[config.mk]
export PLATFORM = sky130hd
export DESIGN_NAME = urv_trap_ctrl
export DESIGN_NICKNAME = d
export VERILOG_FILES = /design/src/rtl/urv_trap_ctrl.sv
export SDC_FILE = /design/constraint.sdc
export NUM_CORES = 1
export LEC_CHECK = 0
export CAP_MARGIN = 20
export CORE_AREA = 5 5 147 149
export CTS_CLUSTER_SIZE = 28
export DETAILED_ROUTE_END_ITERATION = 8
export DIE_AREA = 0 0 152 154
export GPL_TIMING_DRIVEN = 0
export PLACE_DENSITY_LB_ADDON = 0.08
export SLEW_MARGIN = 20
export SYNTH_ARGS = -nofsm -noshare
export SYNTH_HDL_FRONTEND = slang
export SYNTH_SLANG_ARGS = --single-unit
[constraint.sdc]
create_clock -name clk_i -period 2.38 [get_ports clk_i]
set_input_delay 0.357 -clock clk_i [delete_from_list [all_inputs] [get_ports clk_i]]
set_output_delay 0.357 -clock clk_i [all_outputs]
set_load 0.02 [all_outputs]
[src/rtl/urv_trap_ctrl.sv]
// Machine-mode trap controller: CSR file, interrupt pending/priority logic and trap/MRET sequencing.
// Edge-triggered lines latch a pending flag; level lines follow the registered input.
module urv_trap_ctrl #(
   parameter int unsigned g_NUM_IRQ     = 4,
   parameter logic [15:0] g_EDGE_MASK   = 16'h0000,
   parameter bit          g_VECTORED    = 1'b1,
   parameter logic [31:0] g_MTVEC_RESET = 32'h0000_0008
) (
   input  logic                 clk_i,
   input  logic                 rst_n_i,
   input  logic                 x_stall_i,
   input  logic                 x_kill_i,
   input  logic                 d_is_csr_i,
   input  logic                 d_is_mret_i,
   input  logic [11:0]          d_csr_sel_i,
   input  logic [31:0]          x_csr_write_value_i,
   input  logic [g_NUM_IRQ-1:0] irq_i,
   input  logic                 tick_i,
   input  logic                 x_exception_i,
   input  logic                 x_interrupt_i,
   input  logic [4:0]           x_exception_cause_i,
   input  logic [31:0]          x_exception_pc_i,
   output logic                 irq_pending_o,
   output logic [4:0]           irq_cause_o,
   output logic [31:0]          x_trap_vector_o,
   output logic [31:0]          x_exception_pc_o,
   output logic [31:0]          csr_mstatus_o,
   output logic [31:0]          csr_mie_o,
   output logic [31:0]          csr_mip_o,
   output logic [31:0]          csr_mtvec_o,
   output logic [31:0]          csr_mscratch_o,
   output logic [31:0]          csr_mepc_o,
   output logic [31:0]          csr_mcause_o
);

   localparam logic [11:0] CSR_MSTATUS  = 12'h300;
   localparam logic [11:0] CSR_MIE      = 12'h304;
   localparam logic [11:0] CSR_MTVEC    = 12'h305;
   localparam logic [11:0] CSR_MSCRATCH = 12'h340;
   localparam logic [11:0] CSR_MEPC     = 12'h341;
   localparam logic [11:0] CSR_MCAUSE   = 12'h342;
   localparam logic [11:0] CSR_MIP      = 12'h344;

   localparam logic [15:0] IRQ_MASK  = 16'((32'd1 << g_NUM_IRQ) - 32'd1);
   localparam logic [15:0] EDGE_MASK = g_EDGE_MASK & IRQ_MASK;
   localparam logic [31:0] MIE_MASK  = {IRQ_MASK, 16'h0080};
   localparam logic [31:0] MTVEC_RST = {g_MTVEC_RESET[31:2],
      (g_VECTORED && (g_MTVEC_RESET[1:0] == 2'b01)) ? 2'b01 : 2'b00};

   logic        mstatus_mie_q, mstatus_mie_d;
   logic        mstatus_mpie_q, mstatus_mpie_d;
   logic [31:0] csr_mie_q, csr_mie_d;
   logic [31:0] mtvec_q, mtvec_d;
   logic [31:0] mscratch_q, mscratch_d;
   logic [31:0] mepc_q, mepc_d;
   logic [31:0] mcause_q, mcause_d;
   logic        tick_q;
   logic [15:0] irq_q;
   logic [15:0] edge_q, edge_d;
   logic        armed_q;

   logic        trap, mret_req, mret, csr_we;
   logic [31:0] wdata;
   logic [15:0] irq_in, edge_set, take_clr, wr_clr, mip_ext;
   logic [31:0] mip_r, pend;
   logic [4:0]  irq_cause;
   logic [31:0] vec_offset;

   assign irq_in = 16'(irq_i);
   assign wdata  = x_csr_write_value_i;

   // Trap beats MRET beats CSR write; the loser's side effects are dropped.
   always_comb begin
      trap     = x_exception_i;
      mret_req = d_is_mret_i & ~x_stall_i & ~x_kill_i;
      mret     = mret_req & ~trap;
      csr_we   = d_is_csr_i & ~x_stall_i & ~x_kill_i & ~trap & ~mret_req;
   end

   // armed_q masks the first post-reset sample so a line already high at release is not an edge.
   always_comb begin
      edge_set = irq_in & ~irq_q & EDGE_MASK & {16{armed_q}};
      take_clr = 16'd0;
      if (trap && x_interrupt_i && x_exception_cause_i[4])
         take_clr = 16'd1 << x_exception_cause_i[3:0];
      wr_clr = 16'd0;
      if (csr_we && (d_csr_sel_i == CSR_MIP))
         wr_clr = ~wdata[31:16];
      edge_d = (edge_set | (edge_q & ~wr_clr & ~take_clr)) & EDGE_MASK;
   end

   always_comb begin
      mstatus_mie_d  = mstatus_mie_q;
      mstatus_mpie_d = mstatus_mpie_q;
      csr_mie_d      = csr_mie_q;
      mtvec_d        = mtvec_q;
      mscratch_d     = mscratch_q;
      mepc_d         = mepc_q;
      mcause_d       = mcause_q;
      if (trap) begin
         mepc_d         = x_exception_pc_i & ~32'h3;
         mcause_d       = {x_interrupt_i, 26'd0, x_exception_cause_i};
         mstatus_mpie_d = mstatus_mie_q;
         mstatus_mie_d  = 1'b0;
      end else if (mret) begin
         mstatus_mie_d  = mstatus_mpie_q;
         mstatus_mpie_d = 1'b1;
      end else if (csr_we) begin
         case (d_csr_sel_i)
            CSR_MSTATUS: begin
               mstatus_mie_d  = wdata[3];
               mstatus_mpie_d = wdata[7];
            end
            CSR_MIE:      csr_mie_d  = wdata & MIE_MASK;
            CSR_MTVEC:    mtvec_d    = {wdata[31:2],
                             (g_VECTORED && (wdata[1:0] == 2'b01)) ? 2'b01 : 2'b00};
            CSR_MSCRATCH: mscratch_d = wdata;
            CSR_MEPC:     mepc_d     = wdata & ~32'h3;
            CSR_MCAUSE:   mcause_d   = wdata & 32'h8000_001F;
            default: ;
         endcase
      end
   end

   always_ff @(posedge clk_i or negedge rst_n_i) begin
      if (!rst_n_i) begin
         mstatus_mie_q  <= 1'b0;
         mstatus_mpie_q <= 1'b0;
         csr_mie_q      <= 32'd0;
         mtvec_q        <= MTVEC_RST;
         mscratch_q     <= 32'd0;
         mepc_q         <= 32'd0;
         mcause_q       <= 32'd0;
         tick_q         <= 1'b0;
         irq_q          <= 16'd0;
         edge_q         <= 16'd0;
         armed_q        <= 1'b0;
      end else begin
         mstatus_mie_q  <= mstatus_mie_d;
         mstatus_mpie_q <= mstatus_mpie_d;
         csr_mie_q      <= csr_mie_d;
         mtvec_q        <= mtvec_d;
         mscratch_q     <= mscratch_d;
         mepc_q         <= mepc_d;
         mcause_q       <= mcause_d;
         tick_q         <= tick_i;
         irq_q          <= irq_in & IRQ_MASK;
         edge_q         <= edge_d;
         armed_q        <= 1'b1;
      end
   end

   always_comb begin
      mip_ext = ((edge_q & EDGE_MASK) | (irq_q & ~EDGE_MASK)) & IRQ_MASK;
      mip_r   = {mip_ext, 8'h00, tick_q, 7'h00};
      pend    = mip_r & csr_mie_q;
   end

   // Scan from the highest line down so the lowest pending index wins.
   always_comb begin
      irq_cause = 5'd0;
      if (pend[7])
         irq_cause = 5'd7;
      for (int n = 15; n >= 0; n--) begin
         if (pend[16+n])
            irq_cause = 5'(16 + n);
      end
   end

   always_comb begin
      vec_offset = 32'd0;
      if ((mtvec_q[1:0] == 2'b01) && x_interrupt_i)
         vec_offset = {25'd0, x_exception_cause_i, 2'b00};
   end

   assign irq_pending_o    = mstatus_mie_q & (|pend);
   assign irq_cause_o      = irq_cause;
   assign x_trap_vector_o  = {mtvec_q[31:2], 2'b00} + vec_offset;
   assign x_exception_pc_o = mepc_q;
   assign csr_mstatus_o    = {19'd0, 2'b11, 3'd0, mstatus_mpie_q, 3'd0, mstatus_mie_q, 3'd0};
   assign csr_mie_o        = csr_mie_q;
   assign csr_mip_o        = mip_r;
   assign csr_mtvec_o      = mtvec_q;
   assign csr_mscratch_o   = mscratch_q;
   assign csr_mepc_o       = mepc_q;
   assign csr_mcause_o     = mcause_q;

endmodule

# After elaboration in Yosys (flattened, before gate mapping)
# Index checks and enable logic that the tools add are counted.
# word_totals
mem_bits_ro	0
mem_bits_rw	0
inputBits	94
latchBits	0
register_bits	140
mem_count	0
output_inout_bits	294
# op_classes
add_sub_neg	1
n_lt_le_gt_ge	0
n_bitwise	14
n_div	0
n_mux	35
reduce_logical	13
shift	0
n_eq_ne	9
mul	0
# op_table
op	count
$mux 32	8
$mux 5	16
$eq 12x10->1 const B	6
$add 32x7->32	1
$reduce_or 32->1	1
$and 20x20->20	1
$reduce_and 4->1	3
$mux 1	9
$and 1x1->1	8
$mux 7	1
$reduce_and 3->1	2
$reduce_bool 2->1	3
$reduce_bool 3->1	2
$not 1->1	5
$eq 2x1->1 const B	2
$mux 3	1
$ne 2x2->1 const B	1
$reduce_and 2->1	1
$logic_and 1x1->1	1

# Depth between registers and ports, before layout
# Gate-level depths: netlist of the first run.
# logic_depth
word_depth	18
depth_mapped	10

# Worst setup path before layout of the first run
# OpenSTA, ideal clock, no wires.
# synth_path
path_kind	reg2out
startpoint	register mtvec_q[0] (netlist: csr_mtvec_o[0])
endpoint	output port x_trap_vector_o[27]
t_arrival_ns	2.502
required_time_ns	2.023
setup_slack_ns	-0.479
path_stages_with_launch	8
cell_sequence	dfrtp_1 > and3_1 > ha_1 > a21o_1 > a21oi_1 > a2111oi_0 > nand4_1 > xnor2_1
# synth_between
elab_chain_len	4
# synth_lines
item	line_no	rtl
from (decl)	53	logic [31:0] mtvec_q, mtvec_d;
from (signal assigned)	142	mtvec_q <= mtvec_d;
$eq 2x1->1	172	if ((mtvec_q[1:0] == 2'b01) && x_interrupt_i)
$logic_and 1x1->1	172	
$mux 7	172	
$add 32x7->32	178	assign x_trap_vector_o = {mtvec_q[31:2], 2'b00} + vec_offset;
to (decl)	25	output logic [31:0] x_trap_vector_o,
# Every way passes these cells.

# Worst setup path in the final report of the first run
# Same ends and word-level chain as after synthesis.

==> metrics.txt, run 1 <==
# TYPE chip_impl_metric gauge
chip_impl_metric{name="clkLatencyLatePin",unit="ns"} 0.35
chip_impl_metric{name="global_routing_met1_resource_utilization",unit="%"} 22.4
chip_impl_metric{name="start_util",unit="%"} 32.4
chip_impl_metric{name="netlist_instances",unit=""} 671
chip_impl_info{name="rsz_0062_raised_after_global_routing",value="yes"} 1
chip_impl_metric{name="drt-total-wl",unit="µm"} 23400
chip_impl_metric{name="power.share.switching",unit="%"} 29.6
chip_impl_metric{name="clk_path_buf_depth",unit=""} 2
chip_impl_metric{name="timing_max_transition_violations_final",unit=""} 0
chip_impl_metric{name="post_drt_wl_per_cell",unit="µm"} 17.1
chip_impl_info{name="yosys-top-cells-count",value="buf_4, nand2_1, dfrtp_1"} 1
chip_impl_metric{name="groute.layer.met2.usage",unit="%"} 33.2
chip_impl_metric{name="dpl.cell_count",unit=""} 1324
chip_impl_metric{name="area_overhead_vs_synth",unit="%"} 69.2
chip_impl_metric{name="async_reset_ff_share",unit="%"} 100
chip_impl_metric{name="overall_die_area",unit="µm²"} 23400
chip_impl_info{name="synth.top_cells.by_area",value="dfrtp_1, buf_4, nand2_1"} 1
chip_impl_metric{name="numPortBuffers",unit=""} 266
chip_impl_metric{name="dr_total_vias",unit=""} 5742
chip_impl_info{name="holdPathEnd",value="mstatus_mie_q"} 1
chip_impl_metric{name="detail_route.vias_per_cell",unit=""} 4.20
chip_impl_metric{name="dp_slack",unit="ns"} -1.30
chip_impl_metric{name="synth_sequential_area_ratio",unit="%"} 42.8
chip_impl_metric{name="netlist_area",unit="µm²"} 6490
chip_impl_info{name="setup.worst_path.class",value="reg -> out"} 1
chip_impl_metric{name="total_power",unit="µW"} 4610
chip_impl_metric{name="row_count",unit=""} 52
chip_impl_metric{name="grt_use_total",unit="%"} 19.0
chip_impl_metric{name="number_of_unique_standard_cell_types_used_by_synthesis",unit=""} 47
chip_impl_metric{name="p_switching",unit="µW"} 1370
chip_impl_metric{name="static_power_due_to_leakage",unit="µW"} 0.00561
chip_impl_metric{name="dpl.hpwl",unit="µm"} 18300
chip_impl_info{name="clk_root_buffer_cell",value="clkbuf_16"} 1
chip_impl_info{name="cts_tree",value="yes"} 1
chip_impl_metric{name="count_of_warnings_emitted_by_yosys",unit=""} 0
chip_impl_metric{name="fin_nets",unit=""} 1190
chip_impl_metric{name="required",unit="ns"} 2.02
chip_impl_metric{name="netlist.area_leader.share",unit="%"} 42.4
chip_impl_metric{name="h-tree-depth",unit=""} 3
chip_impl_metric{name="drv.max_cap_violation_count",unit=""} 0
chip_impl_info{name="reg2reg_to",value="csr_mtvec_o[23]"} 1
chip_impl_metric{name="sequentialPowerShare",unit="%"} 43.4
chip_impl_metric{name="setup_viol_count_final",unit=""} 26
chip_impl_metric{name="drtPass1Iterations",unit=""} 4
chip_impl_metric{name="routabilityCongestion",unit=""} 0.803
chip_impl_metric{name="synth_seq_cells",unit=""} 111
chip_impl_info{name="crit_chain",value="nand3_2, inv_2, ha_4, a21o_1, nand4_1, a2111oi_4, buf_4, nand4_1, xnor2_2, buf_4"} 1
chip_impl_metric{name="cts.clk_slew.worst_paths",unit="ns"} 0.08
chip_impl_info{name="cp_slowest_cell",value="dfrtp_2"} 1
chip_impl_metric{name="hold-path-cell-count",unit=""} 3
chip_impl_metric{name="globalRoute.totalOverflow",unit=""} 0
chip_impl_metric{name="wire_length_of_the_first_global_routing_pass",unit="µm"} 35100
chip_impl_metric{name="gr-usage-met3",unit="%"} 6.04
chip_impl_metric{name="timing.reg2reg.setup_slack",unit="ns"} 1.46
chip_impl_metric{name="rr_worst_depth",unit=""} 2
chip_impl_info{name="timing.rr.start",value="csr_mtvec_o[23]"} 1
chip_impl_metric{name="p_clk_share",unit="%"} 32.9
chip_impl_metric{name="cpPeakStageDelay",unit="ns"} 0.45
chip_impl_metric{name="maxSlewHeadroom",unit="%"} 38.8
chip_impl_info{name="predominant_post_synthesis_flop_cell",value="dfrtp_1"} 1
chip_impl_metric{name="fin_worst_skew",unit="ns"} 0.000211
chip_impl_info{name="result_of_the_run",value="complete, but fails checks"} 1
chip_impl_metric{name="maxClockFrequency",unit="MHz"} 328
chip_impl_metric{name="route.antenna.remaining_nets",unit=""} 0
chip_impl_metric{name="cts_buffers",unit=""} 9
chip_impl_metric{name="ir_drop",unit="µV"} 334
chip_impl_metric{name="initial_drc_count",unit=""} 333
chip_impl_metric{name="drcViolationCount",unit=""} 0
chip_impl_info{name="gr-max-usage-layer",value="met2"} 1
chip_impl_info{name="hold_path_class",value="in -> reg"} 1
chip_impl_info{name="post-synth-top-count-cell",value="buf_4"} 1
chip_impl_metric{name="fp.dieH",unit="µm"} 154
chip_impl_metric{name="floorplan.die.width",unit="µm"} 152
chip_impl_metric{name="fin_cells",unit=""} 1366
chip_impl_metric{name="final_hold_viol_count",unit=""} 0
chip_impl_metric{name="top_fanout_value_on_the_critical_path",unit=""} 6
chip_impl_info{name="synth_top_area_cell",value="dfrtp_1"} 1
chip_impl_metric{name="tightest_slew",unit="ns"} 0.918
chip_impl_metric{name="initial_antenna_violation_count",unit=""} 2
chip_impl_metric{name="drive_above_1_share",unit="%"} 30.5
chip_impl_metric{name="number_of_enable_type_register_cells_in_the_synthesized_netlist",unit=""} 0
chip_impl_info{name="crit_path_end_kind",value="output port"} 1
chip_impl_metric{name="final.period_utilization",unit="%"} 128
chip_impl_metric{name="cellPowerDensity",unit="nW/µm²"} 420
chip_impl_metric{name="worst_slack",unit="ns"} -0.670
chip_impl_metric{name="power.share.combinational",unit="%"} 23.7
chip_impl_metric{name="cp.arrival",unit="ns"} 2.69
chip_impl_info{name="min-delay-start",value="d_is_mret_i"} 1
chip_impl_metric{name="grt_start_max_net_pins",unit=""} 64
chip_impl_metric{name="finalWorstPathRequiredPeriod",unit="ns"} 3.05
chip_impl_metric{name="synthesis.area_per_instance",unit="µm²"} 9.67
chip_impl_metric{name="clock_sink_count",unit=""} 111
chip_impl_info{name="start_kind",value="register"} 1
chip_impl_metric{name="via_count_of_the_first_global_routing_pass",unit=""} 5847
chip_impl_metric{name="internal_power",unit="µW"} 3250
chip_impl_metric{name="core",unit="µm²"} 20000
chip_impl_info{name="failed_checks",value="negative setup slack"} 1
chip_impl_metric{name="ios",unit=""} 388
==> cells in the final DEF (no fill, tap or decap), types with 15 or more instances in the layout <==
| master | n |
|---|---|
| buf_6 | 20 |
| xnor2_2 | 15 |
| dfrtp_1 | 109 |
| clkdlybuf4s50_1 | 227 |
| o21ai_0 | 39 |
| mux2_2 | 27 |
| conb_1 | 118 |
| nand2_1 | 131 |
| buf_4 | 183 |
| mux2i_1 | 38 |
==> worst max-delay path by stage <==
stage | startpoint | to | slack [ns] | cells past startpoint
finish | csr_mtvec_o[0] | x_trap_vector_o[27] | -0.67 | 10
global route | csr_mtvec_o[0] | x_trap_vector_o[27] | -0.79 | 10
CTS | csr_mtvec_o[0] | x_trap_vector_o[27] | -0.63 | 10
floorplan | csr_mtvec_o[0] | x_trap_vector_o[12] | -0.12 | 10
global placement | rst_n_i | csr_mtvec_o[0] | -4.17 | 1
detailed placement | x_interrupt_i | x_trap_vector_o[23] | -1.30 | 9
==> layout make-up <==
| class | count | area [µm²] |
|---|---|---|
| inverters | 7 | 26.3 |
| diodes | 1 | 2.50 |
| clock inverters | 6 | 52.6 |
| repair buffers | 294 | 2930 |
| multi-input cells | 494 | 3340 |
| well taps | 270 | 338 |
| clock buffers | 10 | 239 |
| flip-flops and latches | 111 | 2780 |
| fillers | 1920 | 9060 |
| plain buffers | 173 | 1270 |
==> flip-flops by register name, summed over array words and instances (netlist names) <==
register / cells
csr_mtvec_o: 31
mstatus_mpie_q: 1
csr_mie_o: 5
irq_q: 4
csr_mepc_o: 30
csr_mcause_o: 6
tick_q: 1
mstatus_mie_q: 1
csr_mscratch_o: 32
==> timing repair <==
action	in CTS	in global routing
pin swaps	25	14
hold buffers	1	0
endpoints found under the setup margin	93	105
gates cloned	0	2
resized for setup	194	52
endpoints found under the hold margin	48	0
buffers inserted	17	8
==> cells by family (layout without fill, tap and decap cells) <==
kind of cell / after synthesis / count (layout) / synth area share, %
flops: 111 / 111 / 42.8
buf+inv: 182 / 490 / 19.6
fa+ha+maj: 6 / 6 / 1.27
other cells: 2 / 119 / 0.116
xor+xnor: 27 / 27 / 3.64
mux: 75 / 75 / 12.3
compound gates: 58 / 58 / 5.01
simple gates: 210 / 210 / 15.2
==> per-stage QoR <==
stage / utilization, % / TNS, ns / hold WS, ns / cell area [µm²]
CTS: 53.4 / -11.45 / 0.380 / 10700
global route: 54.8 / -15.41 / 0.365 / 11000
global placement: 50.4 / -479.92 / 0.469 / 10100
floorplan: - / -1.02 / 0.0614 / 7100
finish: 54.8 / -12.11 / 0.338 / 11000
detailed placement: 50.6 / -69.86 / 0.337 / 10100
==> worst max-delay path, delay by kind of cell, from the launching register on <==
kind	cells	cell delay [ns]
flops	1	0.45
compound gates	2	0.54
buf+inv	3	0.43
simple gates	3	0.44
xor+xnor	1	0.24
fa+ha+maj	1	0.25
==> routing by layer <==
metal / up-vias / routed length (µm) / part of all wire [%]
li1: 2808 / - / -
met3: 25 / 1770 / 7.5
met5: - / 13 / 0.056
met2: 247 / 11900 / 51
met1: 2660 / 9260 / 40
met4: 2 / 413 / 1.8
==> power by group through the flow <==
| stage | logic, µW | registers, µW | clock network, µW |
|---|---|---|---|
| finish | 1090 | 2000 | 1520 |
| global route | 1170 | 2010 | 1640 |
| CTS | 1090 | 2000 | 1570 |
| detailed placement | 1090 | 2040 | 0 |
| global placement | 1080 | 2040 | 0 |
| floorplan | 533 | 2100 | 0 |
Power figures use the tool's default switching activity.
==> inputs of run 2 (changes only) <==
- CORE_AREA: 5 5 147 149 -> 2 2 152 154
- DIE_AREA: 0 0 152 154 -> 0 0 154 156
- SLEW_MARGIN: 20 -> unset
==> metrics.txt, run 2 (synthesized netlist as in run 1, its figures left out) <==
# TYPE chip_impl_metric gauge
chip_impl_info{name="worst_path_dominant_cell_family",value="simple AND/OR/NAND/NOR gates"} 1
chip_impl_metric{name="worst_slack",unit="ns"} -0.608
chip_impl_metric{name="static_power_due_to_leakage",unit="µW"} 0.00554
chip_impl_metric{name="top_fanout_value_on_the_critical_path",unit=""} 8
chip_impl_metric{name="critical_path.n_buffers_inverters",unit=""} 3
chip_impl_metric{name="ios",unit=""} 388
chip_impl_metric{name="final.period_utilization",unit="%"} 126
chip_impl_info{name="cp_slowest_cell",value="dfrtp_2"} 1
chip_impl_metric{name="clock_sink_count",unit=""} 111
chip_impl_metric{name="initial_drc_count",unit=""} 128
chip_impl_info{name="failed_checks",value="negative setup slack"} 1
chip_impl_info{name="critPathLaunch",value="csr_mtvec_o[0]"} 1
chip_impl_metric{name="overall_die_area",unit="µm²"} 24000
chip_impl_metric{name="postLayoutCellArea",unit="µm²"} 10800
chip_impl_metric{name="row_count",unit=""} 55
chip_impl_metric{name="tightest_slew",unit="ns"} 0.830
chip_impl_metric{name="dpl.hpwl",unit="µm"} 17500
chip_impl_metric{name="grt_use_total",unit="%"} 17.8
chip_impl_info{name="timing.rr.start",value="csr_mtvec_o[3]"} 1
chip_impl_metric{name="clk_path_buf_depth",unit=""} 2
chip_impl_metric{name="cp_num_cells",unit=""} 11
chip_impl_metric{name="placedInstanceArea",unit="µm²"} 10100
chip_impl_metric{name="fp.dieH",unit="µm"} 156
chip_impl_info{name="cts_tree",value="yes"} 1
chip_impl_metric{name="cts_buffers",unit=""} 9
chip_impl_metric{name="dpl.cell_count",unit=""} 1339
chip_impl_metric{name="fin_nets",unit=""} 1183
chip_impl_metric{name="wire_length_of_the_first_global_routing_pass",unit="µm"} 32700
chip_impl_metric{name="core",unit="µm²"} 22400
chip_impl_metric{name="drive_above_1_share",unit="%"} 29.1
chip_impl_metric{name="ir_drop",unit="µV"} 311
chip_impl_info{name="layout.cells.most_common_list",value="clkdlybuf4s50_1, buf_4, nand2_1"} 1
chip_impl_metric{name="final_hold_viol_count",unit=""} 0
chip_impl_metric{name="post_drt_wl_per_cell",unit="µm"} 16.4
chip_impl_metric{name="timing_max_transition_violations_final",unit=""} 0
chip_impl_info{name="crit_path_end_kind",value="output port"} 1
chip_impl_metric{name="h-tree-depth",unit=""} 3
chip_impl_info{name="crit_chain",value="and3_4, ha_4, inv_2, fa_2, nor2b_2, o31a_1, or2_4, buf_4, nand3_4, xnor2_2, buf_4"} 1
chip_impl_info{name="rsz_0062_raised_after_global_routing",value="yes"} 1
chip_impl_metric{name="dp_slack",unit="ns"} -1.34
chip_impl_metric{name="maxSlewHeadroom",unit="%"} 44.6
chip_impl_metric{name="clkLatencyLatePin",unit="ns"} 0.35
chip_impl_metric{name="start_util",unit="%"} 29.0
chip_impl_info{name="clk_root_buffer_cell",value="clkbuf_16"} 1
chip_impl_info{name="min-delay-start",value="d_is_mret_i"} 1
chip_impl_metric{name="drv.max_cap_violation_count",unit=""} 0
chip_impl_info{name="setup.worst_path.class",value="reg -> out"} 1
chip_impl_metric{name="globalRoute.totalOverflow",unit=""} 0
chip_impl_metric{name="fin_cells",unit=""} 1373
chip_impl_metric{name="via_count_of_the_first_global_routing_pass",unit=""} 5507
chip_impl_metric{name="floorplan.die.width",unit="µm"} 154
chip_impl_metric{name="cpPeakStageDelay",unit="ns"} 0.43
chip_impl_metric{name="dr_total_vias",unit=""} 5682
chip_impl_metric{name="detail_route.vias_per_cell",unit=""} 4.14
chip_impl_metric{name="required",unit="ns"} 2.02
chip_impl_metric{name="multiInputGateArea",unit="µm²"} 3240
chip_impl_metric{name="setup_viol_count_final",unit=""} 26
chip_impl_metric{name="nFillCells",unit=""} 2201
chip_impl_metric{name="maxClockFrequency",unit="MHz"} 335
chip_impl_metric{name="grt_start_max_net_pins",unit=""} 59
chip_impl_metric{name="hold-path-cell-count",unit=""} 3
chip_impl_metric{name="drcViolationCount",unit=""} 0
chip_impl_info{name="crit_top_cell",value="buf_4"} 1
chip_impl_metric{name="route.antenna.remaining_nets",unit=""} 0
chip_impl_metric{name="total_power",unit="µW"} 4670
chip_impl_info{name="result_of_the_run",value="complete, but fails checks"} 1
chip_impl_info{name="mostFrequentLayoutCell",value="clkdlybuf4s50_1"} 1
chip_impl_metric{name="cellPowerDensity",unit="nW/µm²"} 430
chip_impl_metric{name="numPortBuffers",unit=""} 266
chip_impl_metric{name="routabilityCongestion",unit=""} 0.808
chip_impl_metric{name="layout.area.seq",unit="µm²"} 2780
chip_impl_metric{name="cp.arrival",unit="ns"} 2.63
chip_impl_info{name="start_kind",value="register"} 1
chip_impl_metric{name="initial_antenna_violation_count",unit=""} 1
chip_impl_info{name="hold_path_class",value="in -> reg"} 1
chip_impl_metric{name="largest_register_ffs",unit=""} 32
chip_impl_metric{name="rr_worst_depth",unit=""} 2
chip_impl_metric{name="cts.clk_slew.worst_paths",unit="ns"} 0.08
chip_impl_metric{name="drtPass1Iterations",unit=""} 4
chip_impl_metric{name="finalWorstPathRequiredPeriod",unit="ns"} 2.99
chip_impl_metric{name="drt-total-wl",unit="µm"} 22500
chip_impl_metric{name="fin_worst_skew",unit="ns"} 0.0000527
chip_impl_metric{name="area_overhead_vs_synth",unit="%"} 67.1
chip_impl_metric{name="insertedDiodeCount",unit=""} 0
run 2: cell count changes in the layout (fill, tap and decap cells not counted), moves of 2 or more:
cell     previous run  this run
a22oi_1             4         2
a22oi_2             0         2
buf_4             183       185
buf_6              20        10
inv_8               1         3
mux2_2             27        29
mux2_4              8         5
nand2_1           131       133
nand2_4             3         0
nand3_1             6        10
nand3_2             8         5
xnor2_1             7         9
run 2: through the flow:
stage / hold WS [ns] / TNS, ns / utilization [%]
floorplan: 0.0614 / -1.02 / -
global placement: 0.466 / -497.52 / 45.3
detailed placement: 0.360 / -73.05 / 45.4
CTS: 0.364 / -12.10 / 47.3
global route: 0.360 / -15.02 / 48.5
finish: 0.361 / -11.62 / 48.5
run 2: final timing paths:
| kind | endpoint | slack, ns |
|---|---|---|
| max | x_trap_vector_o[18] | -0.61 |
| min reg2reg | csr_mscratch_o[29] | 0.50 |
| min in group asynchronous | csr_mscratch_o[6] | 0.51 |
| max reg2reg | csr_mtvec_o[3] | 1.51 |
| min | mstatus_mie_q | 0.36 |
| max in group asynchronous | csr_mtvec_o[3] | 1.13 |
run 2: repair_timing:
item / in CTS / in global routing
buffers inserted: 8 / 8
setup endpoints to repair: 91 / 110
hold buffers: 1 / 0
resized for setup: 179 / 42
pin swaps: 17 / 17
hold endpoints to repair: 53 / 0
cloned: 0 / 3
run 2: layout make-up:
class                      count  area share [%]
timing repair buffer         287            26.4
buffer                       173            11.8
sequential                   111            25.6
multi-input combinational    494            29.9
clock buffer                   9            2.08
tap                          285            3.29
inverter                       7           0.242
clock inverter                 7           0.692
run 2: tightest hold or removal path: cells and delay by family:
family	cells	cell delay, ns
compound gates	1	0.08
buf+inv	1	0.15
simple gates	1	0.09
run 2: power breakdown:
part	internal [µW]	switching, µW	total (µW)
logic	542	543	1080
registers	1950	57.1	2000
clock network	751	831	1580
total	3240	1430	4670
run 2: routing by layer:
layer	track usage [%]	share of wire [%]
met1	21.0	40
met2	31.4	50
met3	4.83	7.3
met4	5.70	1.9
met5	0	0.053
==> inputs of run 3 (changes only) <==
- ABC_AREA: unset -> 1
- CORE_AREA: 2 2 152 154 -> 2 2 151 153
- DIE_AREA: 0 0 154 156 -> 0 0 153 155
==> metrics.txt, run 3 <==
# TYPE chip_impl_metric gauge
chip_impl_info{name="result_of_the_run",value="complete, but fails checks"} 1
chip_impl_info{name="failed_checks",value="negative setup slack"} 1
chip_impl_metric{name="overall_die_area",unit="µm²"} 23700
chip_impl_metric{name="routabilityCongestion",unit=""} 0.886
chip_impl_metric{name="cts.clk_slew.worst_paths",unit="ns"} 0.07
chip_impl_metric{name="maxClockFrequency",unit="MHz"} 381
chip_impl_info{name="rsz_0062_raised_after_global_routing",value="yes"} 1
chip_impl_info{name="mostFrequentLayoutCell",value="nand2_1"} 1
chip_impl_metric{name="cts_buffers",unit=""} 9
chip_impl_metric{name="postLayoutCellArea",unit="µm²"} 11900
chip_impl_info{name="predominant_post_synthesis_flop_cell",value="dfrtp_1"} 1
chip_impl_metric{name="synth_sequential_area_ratio",unit="%"} 36.7
chip_impl_info{name="crit_top_cell",value="nand2_2"} 1
chip_impl_metric{name="clock_sink_count",unit=""} 111
chip_impl_metric{name="number_of_enable_type_register_cells_in_the_synthesized_netlist",unit=""} 0
chip_impl_metric{name="clk_path_buf_depth",unit=""} 2
chip_impl_metric{name="area_overhead_vs_synth",unit="%"} 56.6
chip_impl_metric{name="fin_worst_skew",unit="ns"} 0.0000414
chip_impl_metric{name="route.antenna.remaining_nets",unit=""} 0
chip_impl_metric{name="row_count",unit=""} 55
chip_impl_metric{name="critical_path.n_buffers_inverters",unit=""} 3
chip_impl_metric{name="floorplan.die.width",unit="µm"} 153
chip_impl_metric{name="placedInstanceArea",unit="µm²"} 11100
chip_impl_metric{name="grt_start_max_net_pins",unit=""} 62
chip_impl_info{name="layout.cells.most_common_list",value="nand2_1, clkdlybuf4s50_1, buf_4"} 1
chip_impl_metric{name="cpPeakStageDelay",unit="ns"} 0.37
chip_impl_metric{name="ir_drop",unit="µV"} 291
chip_impl_metric{name="initial_drc_count",unit=""} 358
chip_impl_info{name="cp_slowest_cell",value="dfrtp_1"} 1
chip_impl_info{name="yosys-top-cells-count",value="nand2_1, buf_4, inv_1"} 1
chip_impl_info{name="crit_path_end_kind",value="output port"} 1
chip_impl_metric{name="cp.arrival",unit="ns"} 2.27
chip_impl_metric{name="synthesis.area_per_instance",unit="µm²"} 6.87
chip_impl_info{name="start_kind",value="register"} 1
chip_impl_metric{name="postLayoutCoreUtil",unit="%"} 53.4
chip_impl_metric{name="wire_length_of_the_first_global_routing_pass",unit="µm"} 39800
chip_impl_metric{name="setup_viol_count_final",unit=""} 27
chip_impl_metric{name="timing_max_transition_violations_final",unit=""} 0
chip_impl_metric{name="h-tree-depth",unit=""} 3
chip_impl_metric{name="netlist.area_leader.share",unit="%"} 36.3
chip_impl_metric{name="finalWorstPathRequiredPeriod",unit="ns"} 2.62
chip_impl_info{name="post-synth-top-count-cell",value="nand2_1"} 1
chip_impl_metric{name="drive_above_1_share",unit="%"} 20.7
chip_impl_metric{name="final.period_utilization",unit="%"} 110
chip_impl_metric{name="post_drt_wl_per_cell",unit="µm"} 14.3
chip_impl_metric{name="clkLatencyLatePin",unit="ns"} 0.35
chip_impl_metric{name="netlist_area",unit="µm²"} 7570
chip_impl_info{name="synth.top_cells.by_area",value="dfrtp_1, nand2_1, buf_4"} 1
chip_impl_metric{name="netlist_instances",unit=""} 1103
chip_impl_metric{name="tightest_slew",unit="ns"} 0.669
chip_impl_info{name="cts_tree",value="yes"} 1
chip_impl_metric{name="numPortBuffers",unit=""} 266
chip_impl_metric{name="drv.max_cap_violation_count",unit=""} 0
chip_impl_metric{name="ios",unit=""} 388
chip_impl_info{name="setup.worst_path.class",value="reg -> out"} 1
chip_impl_metric{name="dr_total_vias",unit=""} 7632
chip_impl_info{name="crit_chain",value="nand2_2, nor2_2, ha_2, inv_2, fa_2, inv_2, nand2_2, nand2_2, nand3_4, nand2_4, nand2_1, nand2_1, nand2_2, buf_6"} 1
chip_impl_metric{name="start_util",unit="%"} 34.1
chip_impl_metric{name="synth_seq_cells",unit=""} 111
chip_impl_metric{name="grt_use_total",unit="%"} 21.4
chip_impl_metric{name="maxSlewHeadroom",unit="%"} 55.1
chip_impl_metric{name="worst_slack",unit="ns"} -0.243
chip_impl_metric{name="drtPass1Iterations",unit=""} 4
chip_impl_metric{name="detail_route.vias_per_cell",unit=""} 4.21
chip_impl_info{name="synth_top_area_cell",value="dfrtp_1"} 1
chip_impl_metric{name="core",unit="µm²"} 22200
chip_impl_info{name="hold_path_class",value="in -> reg"} 1
chip_impl_metric{name="final_hold_viol_count",unit=""} 0
chip_impl_metric{name="layout.area.seq",unit="µm²"} 2780
chip_impl_metric{name="cellPowerDensity",unit="nW/µm²"} 412
chip_impl_metric{name="multiInputGateArea",unit="µm²"} 3760
chip_impl_metric{name="nFillCells",unit=""} 2262
chip_impl_metric{name="number_of_unique_standard_cell_types_used_by_synthesis",unit=""} 32
chip_impl_info{name="clk_root_buffer_cell",value="clkbuf_16"} 1
chip_impl_metric{name="drt-total-wl",unit="µm"} 26000
chip_impl_metric{name="fp.dieH",unit="µm"} 155
chip_impl_metric{name="async_reset_ff_share",unit="%"} 100
chip_impl_metric{name="drcViolationCount",unit=""} 0
chip_impl_metric{name="largest_register_ffs",unit=""} 32
chip_impl_metric{name="globalRoute.totalOverflow",unit=""} 0
chip_impl_metric{name="fin_nets",unit=""} 1618
chip_impl_info{name="worst_path_dominant_cell_family",value="simple AND/OR/NAND/NOR gates"} 1
chip_impl_metric{name="initial_antenna_violation_count",unit=""} 4
chip_impl_metric{name="static_power_due_to_leakage",unit="µW"} 0.00651
chip_impl_metric{name="via_count_of_the_first_global_routing_pass",unit=""} 7348
chip_impl_metric{name="count_of_warnings_emitted_by_yosys",unit=""} 0
chip_impl_metric{name="top_fanout_value_on_the_critical_path",unit=""} 5
chip_impl_metric{name="dp_slack",unit="ns"} -1.15
chip_impl_metric{name="dpl.hpwl",unit="µm"} 20800
chip_impl_metric{name="required",unit="ns"} 2.02
[run 3: changes by cell type after synthesis, sizes merged, moves of 14 or more]
cell	previous run	this run
nand2	137	451
inv	7	124
nand3	17	93
nor2	13	60
mux2i	38	0
mux2	37	0
xnor2	23	2
buf	157	174
o21ai	39	23
nand3b	1	15
[run 3: layout make-up]
cell class | count | area share (%)
clock inverters | 4 | 0.443
plain buffers | 185 | 11.2
well taps | 285 | 3.01
diodes | 3 | 0.0633
repair buffers | 287 | 24.0
inverters | 126 | 4.01
flip-flops and latches | 111 | 23.4
multi-input cells | 798 | 31.7
clock buffers | 12 | 2.16
[run 3: power by group]
| part | leakage, µW | internal, µW | switching, µW | total [µW] |
|---|---|---|---|---|
| clock network | 0.000153 | 880 | 713 | 1590 |
| logic | 0.00506 | 619 | 660 | 1280 |
| registers | 0.00130 | 1960 | 66.6 | 2020 |
[run 3: kinds of logic (layout without fill, tap and decap cells)]
family	Yosys count	in the layout	synth area share [%]
buffers and inverters	311	614	23.8
AOI/OAI and AO/OA	25	25	1.72
adders and majority gates	6	6	1.09
DFF	111	111	36.7
xor gates and xnor gates	10	10	1.16
other	2	121	0.0991
and+or+nand+nor	638	639	35.4
[run 3: worst paths after layout]
check / startpoint / end / slack [ns] / cells past startpoint
worst max-delay path: csr_mtvec_o[0] / x_trap_vector_o[14] / -0.24 / 14
worst min-delay path: tick_i / tick_q / 0.44 / 1
worst max register to register: mstatus_mie_q / mstatus_mpie_q / 1.42 / 4
worst min register to register: csr_mscratch_o[1] / csr_mscratch_o[1] / 0.49 / 2
max in group asynchronous: rst_n_i / csr_mtvec_o[3] / 1.13 / 3
min in group asynchronous: rst_n_i / irq_q[3] / 0.51 / 2
[run 3: timing repair]
action | CTS | global route
endpoints found under the setup margin | 29 | 29
hold buffers | 1 | 0
setup buffers | 13 | 6
pin swaps | 14 | 6
gates resized for setup | 200 | 42
endpoints found under the hold margin | 50 | 0
gates cloned | 1 | 0
[run 3: metal layers]
metal / GRT usage [%] / up-vias / wire, µm
met3: 4.87 / 46 / 1960
li1: - / 3916 / -
met2: 36.1 / 299 / 12600
met4: 8.16 / 2 / 716
met1: 26.8 / 3369 / 10700
met5: 0 / - / 13
[run 3: metrics by stage]
| stage | total power, µW | instances | hold slack [ns] | TNS, ns |
|---|---|---|---|---|
| final | 4890 | 1811 | 0.437 | -3.75 |
| after CTS | 4940 | 1802 | 0.422 | -5.40 |
| after global placement | 3320 | 1770 | 0.462 | -432.58 |
| after detailed placement | 3330 | 1771 | 0.343 | -26.19 |
| after global routing | 5120 | 1811 | 0.434 | -6.77 |
| after floorplan | 2770 | 1219 | 0.0614 | 0 |
